$ cat config.mk
export PLATFORM = sky130hd
export DESIGN_NAME = dds_output_packer
export DESIGN_NICKNAME = d
export VERILOG_FILES = /design/src/rtl/dds_pkg.sv /design/src/rtl/dds_word_fifo.sv /design/src/rtl/dds_output_packer.sv
export SDC_FILE = /design/constraint.sdc
export NUM_CORES = 1
export LEC_CHECK = 0
export BUFFER_PORTS_ARGS = -buffer_cell sky130_fd_sc_hd__buf_2
export CAP_MARGIN = 10
export CORE_ASPECT_RATIO = 0.9
export CORE_UTILIZATION = 35
export DETAILED_ROUTE_END_ITERATION = 12
export HOLD_SLACK_MARGIN = 0.06
export PLACE_DENSITY = 0.54
export SKIP_CTS_REPAIR_TIMING = 1
export SYNTH_ARGS = -nofsm -noshare
export SYNTH_HDL_FRONTEND = slang
export SYNTH_SLANG_ARGS = --single-unit
$ cat constraint.sdc
create_clock -name CLK -period 7.5 [get_ports CLK]
set_input_delay 1.5 -clock CLK [delete_from_list [all_inputs] [get_ports CLK]]
set_output_delay 1.5 -clock CLK [all_outputs]
set_load 0.005 [all_outputs]
$ cat src/rtl/dds_pkg.sv
// Types and constants shared by the DDS phase accumulators and the output packer.
package dds_pkg;

  typedef enum logic [1:0] {
    IDLE    = 2'd0,
    CAPTURE = 2'd1,
    FLUSH   = 2'd2,
    DRAIN   = 2'd3
  } pack_state_t;

  // Signal types selected by the phase accumulators
  typedef enum logic [1:0] {
    SIG_TONE     = 2'd0,
    SIG_LFM_UP   = 2'd1,
    SIG_LFM_DOWN = 2'd2,
    SIG_LFM_TRI  = 2'd3
  } sig_type_t;

  localparam int unsigned SAMPLE_W_DEFAULT = 12;
  localparam logic [11:0] PAD_CODE_DEFAULT = 12'h800;

  // Index width that stays legal for a single-entry range
  function automatic int unsigned idx_width(input int unsigned n);
    return (n > 1) ? $clog2(n) : 1;
  endfunction

endpackage

$ cat src/rtl/dds_word_fifo.sv
// Synchronous first-word fall-through FIFO; pointers carry one extra wrap bit
// so full and empty are told apart by the MSB.
module dds_word_fifo #(
  parameter int unsigned WIDTH = 48,
  parameter int unsigned DEPTH = 16
) (
  input  logic                     CLK,
  input  logic                     RESET,
  input  logic                     wr_en,
  input  logic [WIDTH-1:0]         wr_data,
  input  logic                     rd_en,
  output logic [WIDTH-1:0]         rd_data,
  output logic                     full,
  output logic                     empty,
  output logic [$clog2(DEPTH):0]   count
);

  localparam int unsigned ADDR_W = $clog2(DEPTH);
  localparam int unsigned PTR_W  = ADDR_W + 1;

  logic [PTR_W-1:0] wr_ptr_q;
  logic [PTR_W-1:0] rd_ptr_q;
  logic [WIDTH-1:0] mem_q [DEPTH];
  logic             do_wr;
  logic             do_rd;

  assign empty = (wr_ptr_q == rd_ptr_q);
  assign full  = (wr_ptr_q[ADDR_W] != rd_ptr_q[ADDR_W]) &&
                 (wr_ptr_q[ADDR_W-1:0] == rd_ptr_q[ADDR_W-1:0]);
  assign count = wr_ptr_q - rd_ptr_q;

  // A write into a full FIFO is accepted only when the head leaves the same cycle
  assign do_rd = rd_en && !empty;
  assign do_wr = wr_en && (!full || do_rd);

  // Head word is masked while empty so stale entries never reach the output
  assign rd_data = empty ? '0 : mem_q[rd_ptr_q[ADDR_W-1:0]];

  always_ff @(posedge CLK) begin
    if (RESET) begin
      wr_ptr_q <= '0;
      rd_ptr_q <= '0;
    end else begin
      if (do_wr) wr_ptr_q <= wr_ptr_q + PTR_W'(1);
      if (do_rd) rd_ptr_q <= rd_ptr_q + PTR_W'(1);
    end
  end

  always_ff @(posedge CLK) begin
    if (do_wr) mem_q[wr_ptr_q[ADDR_W-1:0]] <= wr_data;
  end

endmodule

$ cat src/rtl/dds_output_packer.sv
// Packs the sine ROM sample stream of one packet into LANES-wide DAC words,
// buffers them and hands them to the DAC with a valid/ready handshake.
module dds_output_packer
  import dds_pkg::*;
#(
  parameter int unsigned         SAMPLE_W    = SAMPLE_W_DEFAULT,
  parameter int unsigned         LANES       = 4,
  parameter int unsigned         FIFO_DEPTH  = 16,
  parameter int unsigned         ROM_LATENCY = 1,
  parameter logic [SAMPLE_W-1:0] PAD_CODE    = SAMPLE_W'(PAD_CODE_DEFAULT)
) (
  input  logic                      CLK,
  input  logic                      RESET,
  input  logic                      SIGN_START_CALC,
  input  logic                      SIGN_STOP_CALC,
  input  logic [SAMPLE_W-1:0]       ROM_DATA,
  output logic                      OUT_REG_READY,
  output logic [LANES*SAMPLE_W-1:0] DAC_DATA,
  output logic                      DAC_VALID,
  input  logic                      DAC_READY,
  output logic                      BUSY,
  output logic                      OVERFLOW,
  output logic [15:0]               WORD_COUNT
);

  localparam int unsigned WORD_W = LANES * SAMPLE_W;
  localparam int unsigned IDX_W  = idx_width(LANES);
  localparam int unsigned CNT_W  = $clog2(FIFO_DEPTH) + 1;
  localparam logic [IDX_W-1:0] LAST_IDX = IDX_W'(LANES - 1);

  pack_state_t state_q;
  pack_state_t state_d;

  logic                   addr_active_q;
  logic [ROM_LATENCY-1:0] vpipe_q;
  logic [ROM_LATENCY-1:0] spipe_q;
  logic [IDX_W-1:0]       idx_q;
  logic [SAMPLE_W-1:0]    lane_q [LANES];
  logic [15:0]            word_count_q;
  logic                   overflow_q;
  logic                   ready_q;
  logic                   busy_q;

  logic                   start_ok_c;
  logic                   push_c;
  logic                   cap_c;
  logic                   dstop_c;
  logic                   pop_c;
  logic                   wr_ok_c;
  logic                   drop_c;
  logic                   ovf_d;
  logic [WORD_W-1:0]      word_c;

  logic [WORD_W-1:0]      fifo_rd_data;
  logic                   fifo_full;
  logic                   fifo_empty;
  logic [CNT_W-1:0]       fifo_count;

  // Delayed address-valid/stop line up with the ROM output
  assign cap_c   = vpipe_q[ROM_LATENCY-1] && (state_q == CAPTURE);
  assign dstop_c = spipe_q[ROM_LATENCY-1];

  assign pop_c   = !fifo_empty && DAC_READY;
  assign wr_ok_c = push_c && (!fifo_full || pop_c);
  assign drop_c  = push_c && !wr_ok_c;
  assign ovf_d   = start_ok_c ? 1'b0 : (overflow_q || drop_c);

  always_ff @(posedge CLK) begin
    if (RESET) state_q <= IDLE;
    else       state_q <= state_d;
  end

  always_comb begin
    state_d    = state_q;
    start_ok_c = 1'b0;
    push_c     = 1'b0;
    case (state_q)
      IDLE: begin
        // An unresolved overflow keeps the packer closed until reset
        if (SIGN_START_CALC && !overflow_q) begin
          start_ok_c = 1'b1;
          state_d    = CAPTURE;
        end
      end
      CAPTURE: begin
        if (cap_c && (idx_q == LAST_IDX)) push_c = 1'b1;
        if (dstop_c) state_d = FLUSH;
      end
      FLUSH: begin
        push_c  = (idx_q != '0);
        state_d = DRAIN;
      end
      DRAIN: begin
        if (fifo_count == '0) state_d = IDLE;
      end
      default: state_d = IDLE;
    endcase
  end

  // Word under assembly: captured lanes below idx, the live sample at idx, pad above
  always_comb begin
    logic [SAMPLE_W-1:0] lane_v;
    word_c = '0;
    for (int i = 0; i < LANES; i++) begin
      lane_v = (IDX_W'(i) < idx_q) ? lane_q[i] : PAD_CODE;
      if (cap_c && (IDX_W'(i) == idx_q)) lane_v = ROM_DATA;
      word_c[i*SAMPLE_W +: SAMPLE_W] = lane_v;
    end
  end

  always_ff @(posedge CLK) begin
    if (RESET) begin
      addr_active_q <= 1'b0;
      vpipe_q       <= '0;
      spipe_q       <= '0;
      idx_q         <= '0;
      word_count_q  <= '0;
      overflow_q    <= 1'b0;
      ready_q       <= 1'b1;
      busy_q        <= 1'b0;
    end else begin
      if (start_ok_c)          addr_active_q <= 1'b1;
      else if (SIGN_STOP_CALC) addr_active_q <= 1'b0;

      vpipe_q <= ROM_LATENCY'({vpipe_q, addr_active_q});
      spipe_q <= ROM_LATENCY'({spipe_q, addr_active_q && SIGN_STOP_CALC});

      if (start_ok_c || (state_q == FLUSH)) idx_q <= '0;
      else if (cap_c) idx_q <= (idx_q == LAST_IDX) ? '0 : idx_q + IDX_W'(1);

      if (start_ok_c) word_count_q <= '0;
      else if (wr_ok_c && (word_count_q != 16'hFFFF)) word_count_q <= word_count_q + 16'd1;

      overflow_q <= ovf_d;
      ready_q    <= (state_d == IDLE) && !ovf_d;
      busy_q     <= (state_d != IDLE);
    end
  end

  always_ff @(posedge CLK) begin
    if (cap_c) lane_q[idx_q] <= ROM_DATA;
  end

  dds_word_fifo #(
    .WIDTH (WORD_W),
    .DEPTH (FIFO_DEPTH)
  ) u_fifo (
    .CLK     (CLK),
    .RESET   (RESET),
    .wr_en   (push_c),
    .wr_data (word_c),
    .rd_en   (DAC_READY),
    .rd_data (fifo_rd_data),
    .full    (fifo_full),
    .empty   (fifo_empty),
    .count   (fifo_count)
  );

  assign OUT_REG_READY = ready_q;
  assign BUSY          = busy_q;
  assign OVERFLOW      = overflow_q;
  assign WORD_COUNT    = word_count_q;
  assign DAC_VALID     = !fifo_empty;
  assign DAC_DATA      = fifo_rd_data;

endmodule

Yosys cells after proc, flatten, opt, wreduce, memory -nomap -nowiden. Memory sizes are Yosys's and may differ from the RTL's. A register that Yosys moved wholly into a read port is not among the register bits. Index checks and enable logic that the tools add are counted.

Equal/unequal tests: 11. Add/subtract/negate cells: 5. Bitwise gates (word level): 0. Shifts and indexed selects: 0. Divide/modulo/power cells: 0. Reductions and logical operators: 31. $lt $le $gt $ge: 4. Multiplexer cells: 27. Multiply operators: 0.

Operators with widths (count): 12-bit two-way mux (8); 48-bit two-way mux (1); 16-bit by 1-bit adder with 16-bit output, second input constant (1); 16-bit inequality test, second input constant (1); 1-bit logical AND (14); 5-bit by 1-bit adder with 5-bit output, second input constant (2); 1-bit two-way mux (10); 2-bit two-way mux (4); 4-bit two-way mux (2); 2-bit case mux with 4 select lines (1); 2-bit == test, second input constant (3); 2-bit zero test (3); 2-bit nonzero test (3); 5-bit == test (1); 1-bit zero test (5); 5-bit zero test (1); 5-bit subtractor (1); 2-bit == test, first input constant (2); 4-bit == test (1); 1-bit by 2-bit < comparator with 1-bit output, first input constant (2); 2-bit < comparator, first input constant (2); 2-bit OR reduction (2); 1-bit logical OR (3); 2-bit by 1-bit adder with 2-bit output, second input constant (1); other kinds (4) (4).

Memory bits (writable): 816. Word-level logic and storage cells: 91. Memories kept: 2. Bits in read-only memories: 0. Input bits: 17. Output and inout port bits: 68. Bits in latches: 0. Register bits after elaboration: 36.

Memories: u_fifo.mem_q (words 16, bits a word 48, read ports 1, clocked after Yosys merged registers in 1, wr ports 1, RTL line dds_word_fifo.sv:23) `logic [WIDTH-1:0] mem_q [DEPTH];`; lane_q (words 4, bits a word 12, read ports 4, clocked after Yosys merged registers in 0, wr ports 1, RTL line dds_output_packer.sv:38) `logic [SAMPLE_W-1:0] lane_q [LANES];`.

Depth between registers and ports, before layout.
Depth in word-level cells: 12. Mapped depth: 8. Mapped depth without buffers: 7.

Hierarchy. From an unflattened synthesis, not the netlist that was laid out.

Cells, all modules: 1601. Area, all modules: 33085.5 sq um.

Modules (own cells, without submodules): dds_word_fifo (instances 1, cells each 1267, area an instance 29947.5 sq um, sequential area each 23342.4 sq um); dds_output_packer (instances 1, cells each 334, area an instance 3138.0 sq um, sequential area each 1601.5 sq um).

Worst setup path before layout. OpenSTA, ideal clock, no wires.

Path kind: input-to-reg. From: input port DAC_READY. To: memory u_fifo.mem_q[0][0], enable pin. Buffers on the path: 1. Setup slack: 1339 ps. Stages: 6. Arrival time: 5648 ps. Setup time: 513 ps. Data required time: 6987 ps. Cell sequence: inv_1 > and3_1 > buf_2 > nor2_1 > nand2_1 > nor3_1.

Cells in the longest elaborated chain, start to end: 5.

RTL lines: start: declaration (RTL line dds_output_packer.sv:20) `input logic DAC_READY,`; 1-bit logical AND (RTL line dds_word_fifo.sv:33) `assign do_rd = rd_en && !empty;`; 1-bit logical OR (RTL line dds_word_fifo.sv:34) `assign do_wr = wr_en && (!full || do_rd);`; 1-bit logical AND (RTL line dds_word_fifo.sv:34); 1-bit two-way mux (RTL line dds_word_fifo.sv:50) `if (do_wr) mem_q[wr_ptr_q[ADDR_W-1:0]] <= wr_data;`; 1-bit two-way mux (not written as such) (RTL line dds_word_fifo.sv:50); end: declaration (RTL line dds_word_fifo.sv:23).

No other way between the ends.

==> key figures <==
Die
  • Initial Utilization: a little over a third
  • Site Rows: 106
  • CORE AREA: a little over 90000 um2
  • Die H: between 200 and 300 um
  • Top Ports: 85
  • Die width: ~330 um
  • Die area: 95900 um2

Clock tree
  • Sink Count: 844
  • Clock root buffer master: clkbuf_16
  • CTS tree: built
  • Clk slew on worst S/H paths: about 0.06 ns
  • CTS H-tree depth: 3
  • Latest clock arrival within the worst-skew pair: between 0.6 and 0.7 ns
  • Clk buf depth: 3
  • CTS Buf Count: 88

Global route
  • Largest net degree at the start of global routing: about 100
  • Number of global-route vias before repair: around 17000
  • First-pass GRT wire length: between 100000 and 150000 um
  • Gr ovfl total: 0
  • Initial antenna violation count: 7
  • Total track usage: about 16%

Worst setup path
  • Worst path max stage delay: between 0.7 and 0.8 ns
  • Crit Path Max Fanout: 97
  • FF-to-FF setup slack: around 3.1 ns
  • RR Endpoint: u_fifo.mem_q[10][37]
  • Crit path depth: 5
  • Critical Path Sink: DAC_DATA[38]
  • Critical path cell sequence: buf_12 > mux4_2 > mux4_2 > and2_1 > buf_2
  • WP buf/inv: 2
  • Nature of the critical path endpoint: output pin
  • Critical path startpoint category: flip-flop
  • Reg2reg path depth: 9
  • Top cell by count, worst path: mux4_2
  • CP arrival: roughly 3.6 ns
  • Kind of critical path: reg2out
  • Slowest CP cell: dfxtp_4
  • WP data required: 6.00 ns
  • Delay-heaviest family, CP: multiplexers
  • Reg2reg start: idx_q[1]

Synth
  • Yosys cell types: between 40 and 50
  • EDFF count, synth: ~800
  • Synth Register Bits: 844
  • Yosys top cell area share: 72.9%
  • Synth area leaders: edfxtp_1 73%, mux4_2 16%, dfxtp_1 2.4%, and2_1 1.2%, nand2_1 0.86%
  • Post-synth top flop: edfxtp_1
  • Synth async-reset ratio: 0%
  • Synth warn: 0
  • Top-count cell post-synth: edfxtp_1
  • Cell Area, Synth: 33100 um2
  • Syn avg cell area: roughly 21 um2
  • Synth Instances: 1552
  • Post-synthesis net count: 1589
  • Cell taking the most area after synthesis: edfxtp_1
  • Sequential fraction of the synthesis area: between 70% and 80%
  • Synth top cells by count: 804 x edfxtp_1, 235 x mux4_2, 76 x nand2_1

Placement
  • Dpl hpwl: around 40000 um
  • Quantity of I/O buffers inserted on ports: 84
  • GPL Wtd Cong: roughly 0.75

Route
  • Final wirelength: 78100 um
  • Number of DRC markers in iteration 0: around 1600
  • First-pass detailed-route iteration total: 5
  • Via/cell ratio: roughly 5.2
  • Post-route DRC: 0
  • Wire per inst: roughly 26 um
  • Routed via count: between 15000 and 20000
  • Remaining antenna violation count: 0

Power
  • Switching Fraction: 20.0%
  • P_sw: ~1900 uW
  • Peak supply drop: 0.159 mV
  • Clock power share: 44.6%
  • Part of the power in registers: between 50% and 60%
  • Internal Power: between 7000 and 8000 uW
  • Gate power share: 0.9%
  • Leakage: 0.0119 uW
  • Power density of the placed cells: ~250 nW/um2

Cells and area
  • Layout fillers: 8235
  • Layout cells sized above 1: ~30%
  • P&R area growth vs syn: 15.0%
  • Final #Nets: between 1500 and 2000

STA
  • Crit path time final: about 5.1 ns
  • Hold slack: around 0.5 ns
  • Final setup fails: 0
  • Slew HR: between 20% and 30%
  • Final Hold Fails: 0
  • FMAX: between 150 and 200 MHz
  • Slew Viols, Final: 0
  • Worst Skew: between 0.02 and 0.03 ns
  • Fin crit share: 68.1%
  • Setup TNS: 0 ns
  • Worst Tran Pin Value: between 1 and 1.5 ns
  • Unrepaired setup endpoints after global routing: false

Min path
  • Min-Delay Path Class: reg2reg

Flow run
  • Max-cap viol count: 0

Status
  • Status: complete, no violations
placed cells by master (no fill, tap or decap), types with 20 or more instances in the layout:
cell	count
buf_2	84
buf_4	58
mux4_2	235
and2_1	64
edfxtp_1	804
o21ai_0	33
dfxtp_1	36
ha_1	20
nand2_1	75
inv_1	27
nor2_1	32
clkbuf_16	88
clkinv_2	26
clkinv_1	20
worst min-delay path by stage:
stage                             start      end  slack [ns]  cells past startpoint
after CTS                 addr_active_q  vpipe_q        0.49                      1
final                     addr_active_q  vpipe_q        0.49                      1
after global routing      addr_active_q  vpipe_q        0.52                      1
after floorplan           addr_active_q  vpipe_q        0.45                      1
after global placement    addr_active_q  vpipe_q        0.46                      1
after detailed placement  addr_active_q  vpipe_q        0.48                      1
routing by layer:
metal | up-vias | share of wire [%] | GRT usage (%)
met1 | 8608 | 45 | 23.3
met5 | - | 0.023 | 0
met4 | 2 | 1.6 | 3.75
li1 | 6727 | - | -
met2 | 444 | 48 | 26.2
met3 | 90 | 5.3 | 2.57
kinds of logic (layout without fill, tap and decap cells):
group                      Yosys count  after routing  share of synthesized area, %
DFF                                844            844                          75.3
and+or+nand+nor                    239            239                          3.66
other                                0              2                             0
adders and majority gates           20             20                         0.755
buffers and inverters              107            336                          1.74
muxes                              244            244                          16.5
AOI/OAI and AO/OA                   81             81                          1.64
xor gates and xnor gates            17             17                         0.449
power groups by stage:
stage	Clock [uW]	Combinational, uW	Sequential [uW]
4_1_cts	4280	84.5	5110
3_3_place_gp	0	81.7	5210
6_report	4180	84.4	5110
3_5_place_dp	0	84.0	5210
2_1_floorplan	0	39.9	5210
5_1_grt	4450	91.6	5110
worst reg2reg max path, delay by kind of cell (launching register included):
family / cells / cell delay, ns
and+or+nand+nor: 4 / 1.83
adders and majority gates: 1 / 0.40
buffers and inverters: 3 / 1.05
AOI/OAI and AO/OA: 1 / 0.11
DFF: 1 / 0.65
registers in the layout (all words and copies together) (netlist names), named ones only:
register / cells
u_fifo.mem_q: 768
lane_q: 36
WORD_COUNT: 16
u_fifo.rd_ptr_q: 5
u_fifo.wr_ptr_q: 5
idx_q: 2
state_q: 2
BUSY: 1
OUT_REG_READY: 1
OVERFLOW: 1
addr_active_q: 1
dstop_c: 1
vpipe_q: 1
area by class of cell:
type / instances / area [um2] / share of cell area [%]
Timing Repair Buffer: 148 / 976 / 2.56
Tap cell: 1242 / 1550 / 4.08
Clock inverter: 64 / 533 / 1.40
Multi-Input combinational cell: 601 / 7730 / 20.3
Antenna cell: 2 / 5.00 / 0.0131
Sequential cell: 844 / 25000 / 65.5
Clock buffer: 97 / 2240 / 5.87
Inverter: 27 / 101 / 0.266
through the flow:
stage	cells	total power, uW	utilization (%)	setup slack [ns]	cell area, um2
floorplan	1552	5250	-	1.34	33100
global placement	2862	5290	37.8	2.70	35300
detailed placement	2862	5290	37.8	2.67	35300
CTS	3023	9470	40.8	2.24	38100
global route	3023	9650	40.8	2.14	38100
finish	3025	9370	40.8	2.39	38100
(Power assumes the default switching activity.)
